`src/rtl/flag_register_unit.sv`:
```
// flag_register_unit: condition flag registers with a LIFO shadow stack for interrupt save/restore
module flag_register_unit #(
  parameter int FLAG_W = 2,
  parameter int DEPTH  = 4
) (
  input  logic                     clk,
  input  logic                     rst,
  input  logic                     Stall,
  input  logic [FLAG_W-1:0]        ALUFlags1,
  input  logic [FLAG_W-1:0]        ALUFlags2,
  input  logic [1:0]               FlagW,
  input  logic                     CondEx,
  input  logic                     Push,
  input  logic                     Pop,
  input  logic                     ClrErr,
  output logic [FLAG_W-1:0]        Flags1,
  output logic [FLAG_W-1:0]        Flags2,
  output logic [FLAG_W-1:0]        Flags1Next,
  output logic [FLAG_W-1:0]        Flags2Next,
  output logic [$clog2(DEPTH):0]   Level,
  output logic                     Full,
  output logic                     Empty,
  output logic                     Overflow,
  output logic                     Underflow
);
  localparam int AW = $clog2(DEPTH);
  localparam int LW = AW + 1;
  logic [2*FLAG_W-1:0] stack [DEPTH];
  logic [2*FLAG_W-1:0] top;
  logic do_push, do_pop, push_ok, pop_ok, w1, w2;
  assign Full  = Level == LW'(DEPTH);
  assign Empty = Level == '0;
  assign top   = stack[AW'(Level - 1'b1)];
  // a successful pop overrides any same-cycle flag write
  always_comb begin
    do_push    = ~Stall & Push & ~Pop;
    do_pop     = ~Stall & Pop & ~Push;
    push_ok    = do_push & ~Full;
    pop_ok     = do_pop & ~Empty;
    w1         = ~Stall & FlagW[0] & CondEx;
    w2         = ~Stall & FlagW[1] & CondEx;
    Flags1Next = pop_ok ? top[FLAG_W-1:0] : w1 ? ALUFlags1 : Flags1;
    Flags2Next = pop_ok ? top[2*FLAG_W-1:FLAG_W] : w2 ? ALUFlags2 : Flags2;
  end
  always_ff @(posedge clk) begin
    if (rst) begin
      Flags1    <= '0;
      Flags2    <= '0;
      Level     <= '0;
      Overflow  <= 1'b0;
      Underflow <= 1'b0;
    end else if (!Stall) begin
      Flags1    <= Flags1Next;
      Flags2    <= Flags2Next;
      Level     <= push_ok ? Level + 1'b1 : pop_ok ? Level - 1'b1 : Level;
      Overflow  <= (do_push & Full) | (Overflow & ~ClrErr);
      Underflow <= (do_pop & Empty) | (Underflow & ~ClrErr);
    end
  end
  always_ff @(posedge clk) begin
    if (push_ok) stack[Level[AW-1:0]] <= {Flags2, Flags1};
  end
endmodule
```
`config.mk`:
```
export PLATFORM = sky130hd
export DESIGN_NAME = flag_register_unit
export DESIGN_NICKNAME = d
export VERILOG_FILES = /design/src/rtl/flag_register_unit.sv
export SDC_FILE = /design/constraint.sdc
export NUM_CORES = 1
export LEC_CHECK = 0
export CAP_MARGIN = 20
export CORE_ASPECT_RATIO = 1.2
export CORE_MARGIN = 5
export CORE_UTILIZATION = 45
export DETAILED_ROUTE_END_ITERATION = 8
export GPL_TIMING_DRIVEN = 0
export PLACE_DENSITY = 0.75
export SYNTH_ARGS = -nofsm -noshare
export SYNTH_HDL_FRONTEND = slang
export SYNTH_SLANG_ARGS = --single-unit
```
`constraint.sdc`:
```
create_clock -name clk -period 7.1 [get_ports clk]
set_input_delay 2.13 -clock clk [delete_from_list [all_inputs] [get_ports clk]]
set_output_delay 2.13 -clock clk [all_outputs]
set_load 0.005 [all_outputs]
```
# ---- Word-level counts from Yosys, hierarchy flattened
# Memory sizes are Yosys's and may differ from the RTL's.
# Index checks and enable logic that the tools add are counted.
dict set report word_totals {
  regBits 9
  ram_bits 16
  inputBits 13
  word_cells 42
  memories 1
}
# name words width read_ports rd_ports_with_merged_regs wr line_no
set memory_table {}
lappend memory_table {stack 4 4 1 0 1 28} ;# logic [2*FLAG_W-1:0] stack [DEPTH];
dict set report op_classes {
  n_addsub 2
  n_eq_ne 1
  n_mux 8
  bitwise_logic 22
  n_reduce_logical 3
}
# op n
set op_table {}
lappend op_table {{$and 1x1->1} 14}
lappend op_table {{$mux 2} 4}
lappend op_table {{$mux 3} 2}
lappend op_table {{$not 1->1} 6}
lappend op_table {{$add 3x1->3 const B} 1}
lappend op_table {{$eq 3x3->1 const B} 1}
lappend op_table {{$logic_not 3->1} 1}
lappend op_table {{$sub 3x1->3 const B} 1}
lappend op_table {{$mux 1} 2}
lappend op_table {{$or 1x1->1} 2}
lappend op_table {{$reduce_and 2->1} 1}
lappend op_table {{$reduce_bool 2->1} 1}

# ---- Depth between registers and ports, before layout
# Gate-level depths: netlist of run 1.
dict set report logic_depth {
  ltp_word 6
  mapped_depth 9
}

# ---- Worst setup path before layout of run 1
# OpenSTA, ideal clock, no wires.
dict set report synth_path {
  path_type {in2out}
  from {in Stall}
  to {out Flags2Next[1]}
  arrival_time_ps 3078
  t_required_ps 4970
  path_slack_ps 1892
  stages 5
  path_buffers 1
  path_cell_list {or3b_4 or2_4 buf_6 nor2_2 a21oi_1}
}
dict set report synth_via {
  elab_chain_cells 5
}
# item line_no
set synth_rtl {}
lappend synth_rtl {{start: declaration} 8} ;# input logic Stall,
lappend synth_rtl {{$not 1->1 (no source line) *} -}
lappend synth_rtl {{$and 1x1->1, on equally long branches (2 in series)} {41, 37}}
lappend synth_rtl {{$mux 2 or $and 1x1->1 (tied branches)} {43, 39}}
lappend synth_rtl {{$mux 2 *} 43} ;# Flags2Next = pop_ok ? top[2*FLAG_W-1:FLAG_W] : w2 ? ALUFlags2 : Flags2;
lappend synth_rtl {{end: declaration} 19} ;# output logic [FLAG_W-1:0] Flags2Next,
# Mark *: on every way between the ends. The rest lies on a longest branch, timed or not.

# ---- Worst setup path after layout of run 1
# Ends and elaborated chain as after synthesis.

==> summary.txt, run 1 <==
Route
  – DR iter-0 viols: 19
  – Pre-Repair DR Iteration Count: 4
  – Routed Antenna Nets: 0
  – Vias: 819
  – Drt drc: 0
  – DR WL/cell: 17.20 um
  – Routed WL: 2.632 mm
  – Post-DR vias/cell: 5.353

Clock tree
  – Post-CTS Setup Bufs: 0
  – Latest clock arrival within the worst-skew pair: 320 ps
  – CTS max path bufs: 2
  – CTS Root Cell: clkbuf_4
  – TritonCTS Buffers: 3
  – CTS resizes: 0
  – CTS Hold Bufs: 0
  – Clk pin slew, worst setup/hold paths: 130 ps
  – CTS tree: done
  – H-Tree Depth: 1
  – Clk sink count: 25

Worst setup path
  – Required @ worst endpoint: 4970 ps
  – Worst setup SP type: input port
  – Critical path class: in -> out
  – RR Startpoint: Level[0]
  – Data arrival, critical path: 4210 ps
  – CP Capture Type: output pin
  – Reg-to-reg slack, setup: 4830 ps
  – Worst r2r path cells: 8
  – Reg2Reg Capture Point: Level[2]
  – Worst-path fanout max: 10

Floorplanning
  – Die area: 0.003787 mm2
  – Initial core utilization: 0.4676
  – Core Region: 0.002552 mm2
  – Die span in y: 66.42 um
  – # IOs: 28
  – Die width: 57.02 um
  – Row cnt: 20

Global route
  – GRT overflow: 0
  – First-pass GRT wire length: 4.160 mm
  – Gr usage total: 0.1469
  – Initial antenna violation count: 0
  – Largest net degree at the start of global routing: 15
  – Vias in the first global route: 891

Cells and area
  – FILL cells: 225
  – Nets: 139
  – Area growth, synth to finish: 27.57%
  – Final core utilization: 0.5966
  – ANT cells: 0
  – Layout cells sized above 1: 0.1667

Run status
  – Status: complete, no violations

Pwr
  – Leak pwr: 0.5441 nW
  – Net Sw Frac: 0.2408
  – Clk pwr share: 0.236
  – Pwr dens: 177.0 mW/mm2
  – Logic pwr share: 0.165
  – Reg power frac: 0.598
  – Peak supply drop: 0.1129 mV
  – Int Power: 0.2047 mW
  – Switching power total: 0.06491 mW

Synth
  – Main combinational cell family by area after synthesis: simple AND/OR/NAND/NOR gates
  – Syn Area/Cell: 13.26 um2
  – Mapped cell area: 0.001194 mm2
  – Compound-Gate Fraction of Synth Area: 0.09853
  – Synth Area in XOR/XNOR: 0
  – Register area share after synthesis: 0.5535
  – Count of state elements after synthesis: 25
  – Post-synthesis mux area share: 0.1090
  – Synth Area in Simple Gates: 0.1478
  – Yosys warning count: 0
  – Syn Nets: 108
  – Post-synthesis cell type count: 31
  – Cell count after synthesis: 90
  – Adder-Cell Fraction of Synth Area: 0.05241

Timing
  – Final Max Slew Viols: 0
  – Rel. slew slack: 0.5925
  – Setup TNS: 0 ps
  – Peak Freq: 157.8 MHz
  – Post-route minimum period: 6339 ps
  – RSZ-0062 raised after global routing: false
  – Post-route clock period utilization: 0.8928
  – Worst Max-Slew Pin Slew: 611.3 ps
  – Setup-failing EPs final: 0
  – Setup WS post-layout: 761.2 ps
  – Clock Skew: 6.696 ps
  – Hold Slack: 532.0 ps
  – Final hold violations: 0

Worst hold path
  – Worst Hold Launch: Underflow
  – Worst Hold End: Underflow
  – HP Class: reg -> reg
  – Hold Path Stages: 2

Run
  – Max cap viols: 0

Place
  – IO Port Bufs: 26
  – DP Worst Slack: 777.5 ps
  – Dpl hpwl: 2.033 mm
  – Placer Congestion: 0.8067
-- registers in the layout (all words and copies together) (netlist names) --
name / count
Level: 3
stack: 16
Flags2: 2
Overflow: 1
Flags1: 2
Underflow: 1
-- synth_stat cells --
library cell | number | area, um2
mux2i_1 | 4 | 40.04
or3b_4 | 2 | 22.52
nor2_1 | 6 | 22.52
nor3b_1 | 2 | 15.01
ha_1 | 5 | 62.56
or2_4 | 1 | 8.760
nor3b_2 | 1 | 12.51
a21oi_1 | 5 | 25.02
buf_6 | 1 | 11.26
o21ai_0 | 1 | 5.000
dfxtp_1 | 9 | 180.2
clkbuf_1 | 3 | 11.26
nand2b_1 | 1 | 6.260
and2_1 | 4 | 25.02
o21a_1 | 1 | 7.510
nor3_1 | 3 | 15.01
nor2_2 | 1 | 6.260
buf_2 | 1 | 5.000
nand3b_1 | 2 | 15.01
mux4_2 | 4 | 90.09
edfxtp_1 | 16 | 480.5
inv_1 | 4 | 15.01
or3_1 | 1 | 6.260
nor2_4 | 1 | 11.26
nor2b_1 | 1 | 6.260
nand2_1 | 1 | 3.750
a211oi_2 | 4 | 50.05
o22ai_1 | 1 | 6.260
a22oi_1 | 2 | 15.01
buf_1 | 1 | 3.750
a221oi_1 | 1 | 8.760
-- metal layers --
metal | track usage | wire (um) | share of wire
met4 | 0.06377 | 43 | 0.016
met1 | 0.1716 | 1143 | 0.43
met3 | 0.02344 | 84 | 0.032
met2 | 0.2629 | 1360 | 0.52
met5 | 0 | 0 | 0
-- power groups by stage --
stage	registers, mW	logic, mW	clock network (mW)
after floorplan	0.164	0.0221	0
after global placement	0.164	0.0437	0
after detailed placement	0.165	0.0448	0
after CTS	0.161	0.0452	0.0652
after global routing	0.162	0.0484	0.0708
final	0.161	0.0446	0.0637
-- worst max-delay path, cell delays in order --
cell and delay (ps):
clkdlybuf4s50_1 490, or3b_4 460, or2_4 270, buf_6 160, a21oi_1 170, clkdlybuf4s50_1 540
-- worst max path at each step --
stage / slack [ps] / end / start / cells past startpoint
floorplan: 1890 / Flags2Next[1] / Stall / 5
global placement: 840 / Flags2Next[1] / Stall / 6
detailed placement: 780 / Flags2Next[1] / Stall / 6
CTS: 760 / Flags2Next[1] / Stall / 6
global route: 670 / Flags2Next[1] / Stall / 6
finish: 760 / Flags2Next[1] / Stall / 6
-- cell usage in the layout, fill, tap and decap left out, types with 2 or more instances in the layout --
cell type and instances:
nor3_1 3, clkbuf_1 3, inv_1 4, clkdlybuf4s50_1 26, nor2_1 6, and2_1 4, a22oi_1 2, dfxtp_1 9
mux2i_1 4, clkbuf_4 3, nor3b_1 2, mux4_2 4, a211oi_2 4, nand3b_1 2, ha_1 5, or3b_4 2
a21oi_1 5, edfxtp_1 16
-- per-stage QoR --
stage	cell area [um2]	power [mW]	std cells
final	1523	0.2696	153
after CTS	1523	0.2717	153
after global placement	1495	0.2078	149
after detailed placement	1495	0.2093	149
after global routing	1523	0.2811	153
after floorplan	1194	0.1860	90
-- layout make-up --
type                    instances  area (um2)  area share
clock inverters                 1       5.005    0.003287
clock buffers                   3       22.52     0.01479
multi-input cells              55       486.7      0.3196
plain buffers                   6       31.28     0.02054
inverters                       4       15.01    0.009860
flip-flops and latches         25       660.6      0.4339
repair buffers                 26       260.3      0.1709
well taps                      33       41.29     0.02712
-- kinds of logic (layout without fill, tap and decap cells) --
| family | after synthesis | after routing |
|---|---|---|
| AND/OR/NAND/NOR | 27 | 27 |
| buffers and inverters | 10 | 40 |
| adder cells (fa/ha/maj) | 5 | 5 |
| flip-flops | 25 | 25 |
| AO/OA/AOI/OAI | 15 | 15 |
| multiplexers | 8 | 8 |
No activity file was read; power rests on OpenSTA's default activity.
==> run 2: changes to the inputs <==
Settings changed: CORE_UTILIZATION 45 to 40, PLACE_DENSITY 0.75 to 0.68.
==> run 2 against run 1 <==
Total power shrank 0.14%. Largest power group unchanged. Largest cell class unchanged. Clock skew grew 6.3 ps. Sequential cell count is the same. Cell count is 0.65% higher. Clock power is 0.6% higher. Utilization shrank 5.9 points.
==> summary.txt, run 2 (same netlist as run 1, synthesis figures left out) <==
Run status
  – Status: complete, no violations (unchanged)

Clock tree
  – H-Tree Depth: 1 (unchanged)
  – CTS resizes: 0 (unchanged)
  – Latest clock arrival within the worst-skew pair: 320 ps (about the same)
  – TritonCTS Buffers: 3 (unchanged)
  – CTS Root Cell: clkbuf_4 (unchanged)
  – Clk pin slew, worst setup/hold paths: 130 ps (about the same)
  – CTS tree: done (unchanged)
  – Post-CTS Setup Bufs: 0 (unchanged)
  – Clk sink count: 25 (unchanged)
  – CTS max path bufs: 2 (unchanged)
  – CTS Hold Bufs: 0 (unchanged)

Floorplanning
  – # IOs: 28 (unchanged)
  – Core Region: 0.002838 mm2 (was 0.002552 mm2)
  – Initial core utilization: 0.4206 (was 0.4676)
  – Row cnt: 21 (was 20)
  – Die area: 0.004181 mm2 (was 0.003787 mm2)
  – Die width: 59.87 um (was 57.02 um)
  – Die span in y: 69.84 um (was 66.42 um)

Global route
  – First-pass GRT wire length: 4.043 mm (was 4.160 mm)
  – GRT overflow: 0 (unchanged)
  – Largest net degree at the start of global routing: 16 (was 15)
  – Vias in the first global route: 873 (was 891)
  – Gr usage total: 0.1266 (was 0.1469)
  – Initial antenna violation count: 0 (unchanged)

Worst setup path
  – Worst r2r path cells: 7 (was 8)
  – Worst-path fanout max: 10 (unchanged)
  – Worst setup SP type: input port (unchanged)
  – Worst-path cell with the longest stage delay: clkdlybuf4s50_1 (unchanged)
  – CP max stage delay: 520 ps (was 540 ps)
  – Cells along the critical path: clkdlybuf4s50_1, or3b_4, or2_4, buf_6, a21oi_1, clkdlybuf4s50_1 (unchanged)
  – RR Startpoint: Level[0] (unchanged)
  – Reg2Reg Capture Point: stack[2][3] (was Level[2])
  – Reg-to-reg slack, setup: 4910 ps (was 4830 ps)
  – Crit-path most repeated cell: clkdlybuf4s50_1 (unchanged)
  – Required @ worst endpoint: 4970 ps (about the same)
  – CP Capture Type: output pin (unchanged)
  – Data arrival, critical path: 4160 ps (was 4210 ps)
  – Critical path class: in -> out (unchanged)

Cells and area
  – FILL cells: 267 (was 225)
  – Area of the multi-input gates: 486.7 um2 (unchanged)
  – Final core utilization: 0.5379 (was 0.5966)
  – Max FFs per register: 16 (unchanged)
  – Area growth, synth to finish: 27.88% (was 27.57%)
  – Post-Layout Cell Count: 154 (was 153)
  – Most frequent cells in the layout: clkdlybuf4s50_1 (26), edfxtp_1 (16), dfxtp_1 (9) (unchanged)
  – Layout cells sized above 1: 0.1667 (unchanged)
  – Register area: 660.6 um2 (unchanged)
  – Nets: 139 (unchanged)
  – Commonest non-fill, non-tap cell in the layout: clkdlybuf4s50_1 (unchanged)
  – ANT cells: 0 (unchanged)

Worst hold path
  – Worst Hold Launch: Underflow (unchanged)
  – Worst Hold End: Underflow (unchanged)
  – Hold Path Stages: 2 (unchanged)
  – HP Class: reg -> reg (unchanged)

Route
  – DR WL/cell: 15.58 um (was 17.20 um)
  – Routed WL: 2.400 mm (was 2.632 mm)
  – Pre-Repair DR Iteration Count: 4 (unchanged)
  – Vias: 828 (was 819)
  – Post-DR vias/cell: 5.377 (was 5.353)
  – Routed Antenna Nets: 0 (unchanged)
  – DR iter-0 viols: 25 (was 19)
  – Drt drc: 0 (unchanged)

Pwr
  – Reg power frac: 0.598 (about the same)
  – Net Sw Frac: 0.2383 (was 0.2408)
  – Clk pwr share: 0.238 (was 0.236)
  – Switching power total: 0.06415 mW (was 0.06491 mW)
  – Leak pwr: 0.5404 nW (was 0.5441 nW)
  – Int Power: 0.2050 mW (was 0.2047 mW)
  – Pwr dens: 176.4 mW/mm2 (was 177.0 mW/mm2)
  – Logic pwr share: 0.164 (was 0.165)
  – Peak supply drop: 0.1141 mV (was 0.1129 mV)

Timing
  – Rel. slew slack: 0.6072 (was 0.5925)
  – Post-route clock period utilization: 0.8853 (was 0.8928)
  – Setup TNS: 0 ps (unchanged)
  – Peak Freq: 159.1 MHz (was 157.8 MHz)
  – Final hold violations: 0 (unchanged)
  – Post-route minimum period: 6285 ps (was 6339 ps)
  – RSZ-0062 raised after global routing: false (unchanged)
  – Setup WS post-layout: 814.7 ps (was 761.2 ps)
  – Hold Slack: 515.1 ps (was 532.0 ps)
  – Worst Max-Slew Pin Slew: 589.2 ps (was 611.3 ps)
  – Setup-failing EPs final: 0 (unchanged)
  – Clock Skew: 13.03 ps (was 6.696 ps)
  – Final Max Slew Viols: 0 (unchanged)

Place
  – Inst Count DP: 150 (was 149)
  – Placer Congestion: 0.8248 (was 0.8067)
  – DP Worst Slack: 807.4 ps (was 777.5 ps)
  – IO Port Bufs: 26 (unchanged)
  – Dpl hpwl: 1.888 mm (was 2.033 mm)

Run
  – Max cap viols: 0 (unchanged)
run 2: changes by cell type in the layout (fill, tap and decap cells not counted):
cell,delta
clkinvlp_4,+1
clkinv_2,-1
run 2: critical path, delay by kind of cell:
family	cells	cell delay [ps]
buffers and inverters	3	1170
and+or+nand+nor	2	720
AOI/OAI and AO/OA	1	130
run 2: power by group through the flow:
stage | combinational (mW) | sequential, mW | clock [mW]
floorplan | 0.0221 | 0.164 | 0
global placement | 0.0439 | 0.164 | 0
detailed placement | 0.0446 | 0.164 | 0
CTS | 0.0448 | 0.161 | 0.0670
global route | 0.0482 | 0.162 | 0.0728
finish | 0.0441 | 0.161 | 0.0641
run 2: metal layers:
layer  up-vias  part of all wire  global-route usage
met5         -                 0                   0
met4         0             0.017             0.03941
met3         6             0.044             0.02793
met2        28              0.52              0.2127
met1       400              0.42              0.1568
li1        394                 -                   -
run 2: worst max path at each step:
stage	from	end	slack (ps)	depth (start not counted)
after floorplan	Stall	Flags2Next[1]	1890	5
after global placement	Stall	Flags2Next[1]	820	6
after detailed placement	Stall	Flags1Next[0]	810	6
after CTS	Stall	Flags2Next[1]	800	6
after global routing	Stall	Flags2Next[1]	720	6
final	Stall	Flags2Next[1]	810	6
run 2: stage by stage:
stage	total power, mW	instance area, um2
after detailed placement	0.2090	1496
after global placement	0.2080	1496
after global routing	0.2829	1526
after CTS	0.2730	1526
final	0.2692	1526
after floorplan	0.1860	1194
run 2: area by class of cell:
cell class	instances	area share
Sequential cell	25	0.4328
Multi-Input combinational cell	55	0.3189
Timing Repair Buffer	26	0.1705
Tap cell	34	0.02787
Buffer	6	0.02049
Clock buffer	3	0.01475
Inverter	4	0.009836
Clock inverter	1	0.004918
==> run 3: changes to the inputs <==
Settings changed: ABC_CLOCK_PERIOD_IN_PS set to 7100.
==> results of run 3 <==
Same layout as run 2: the final DEF is identical, and so are final timing and power.
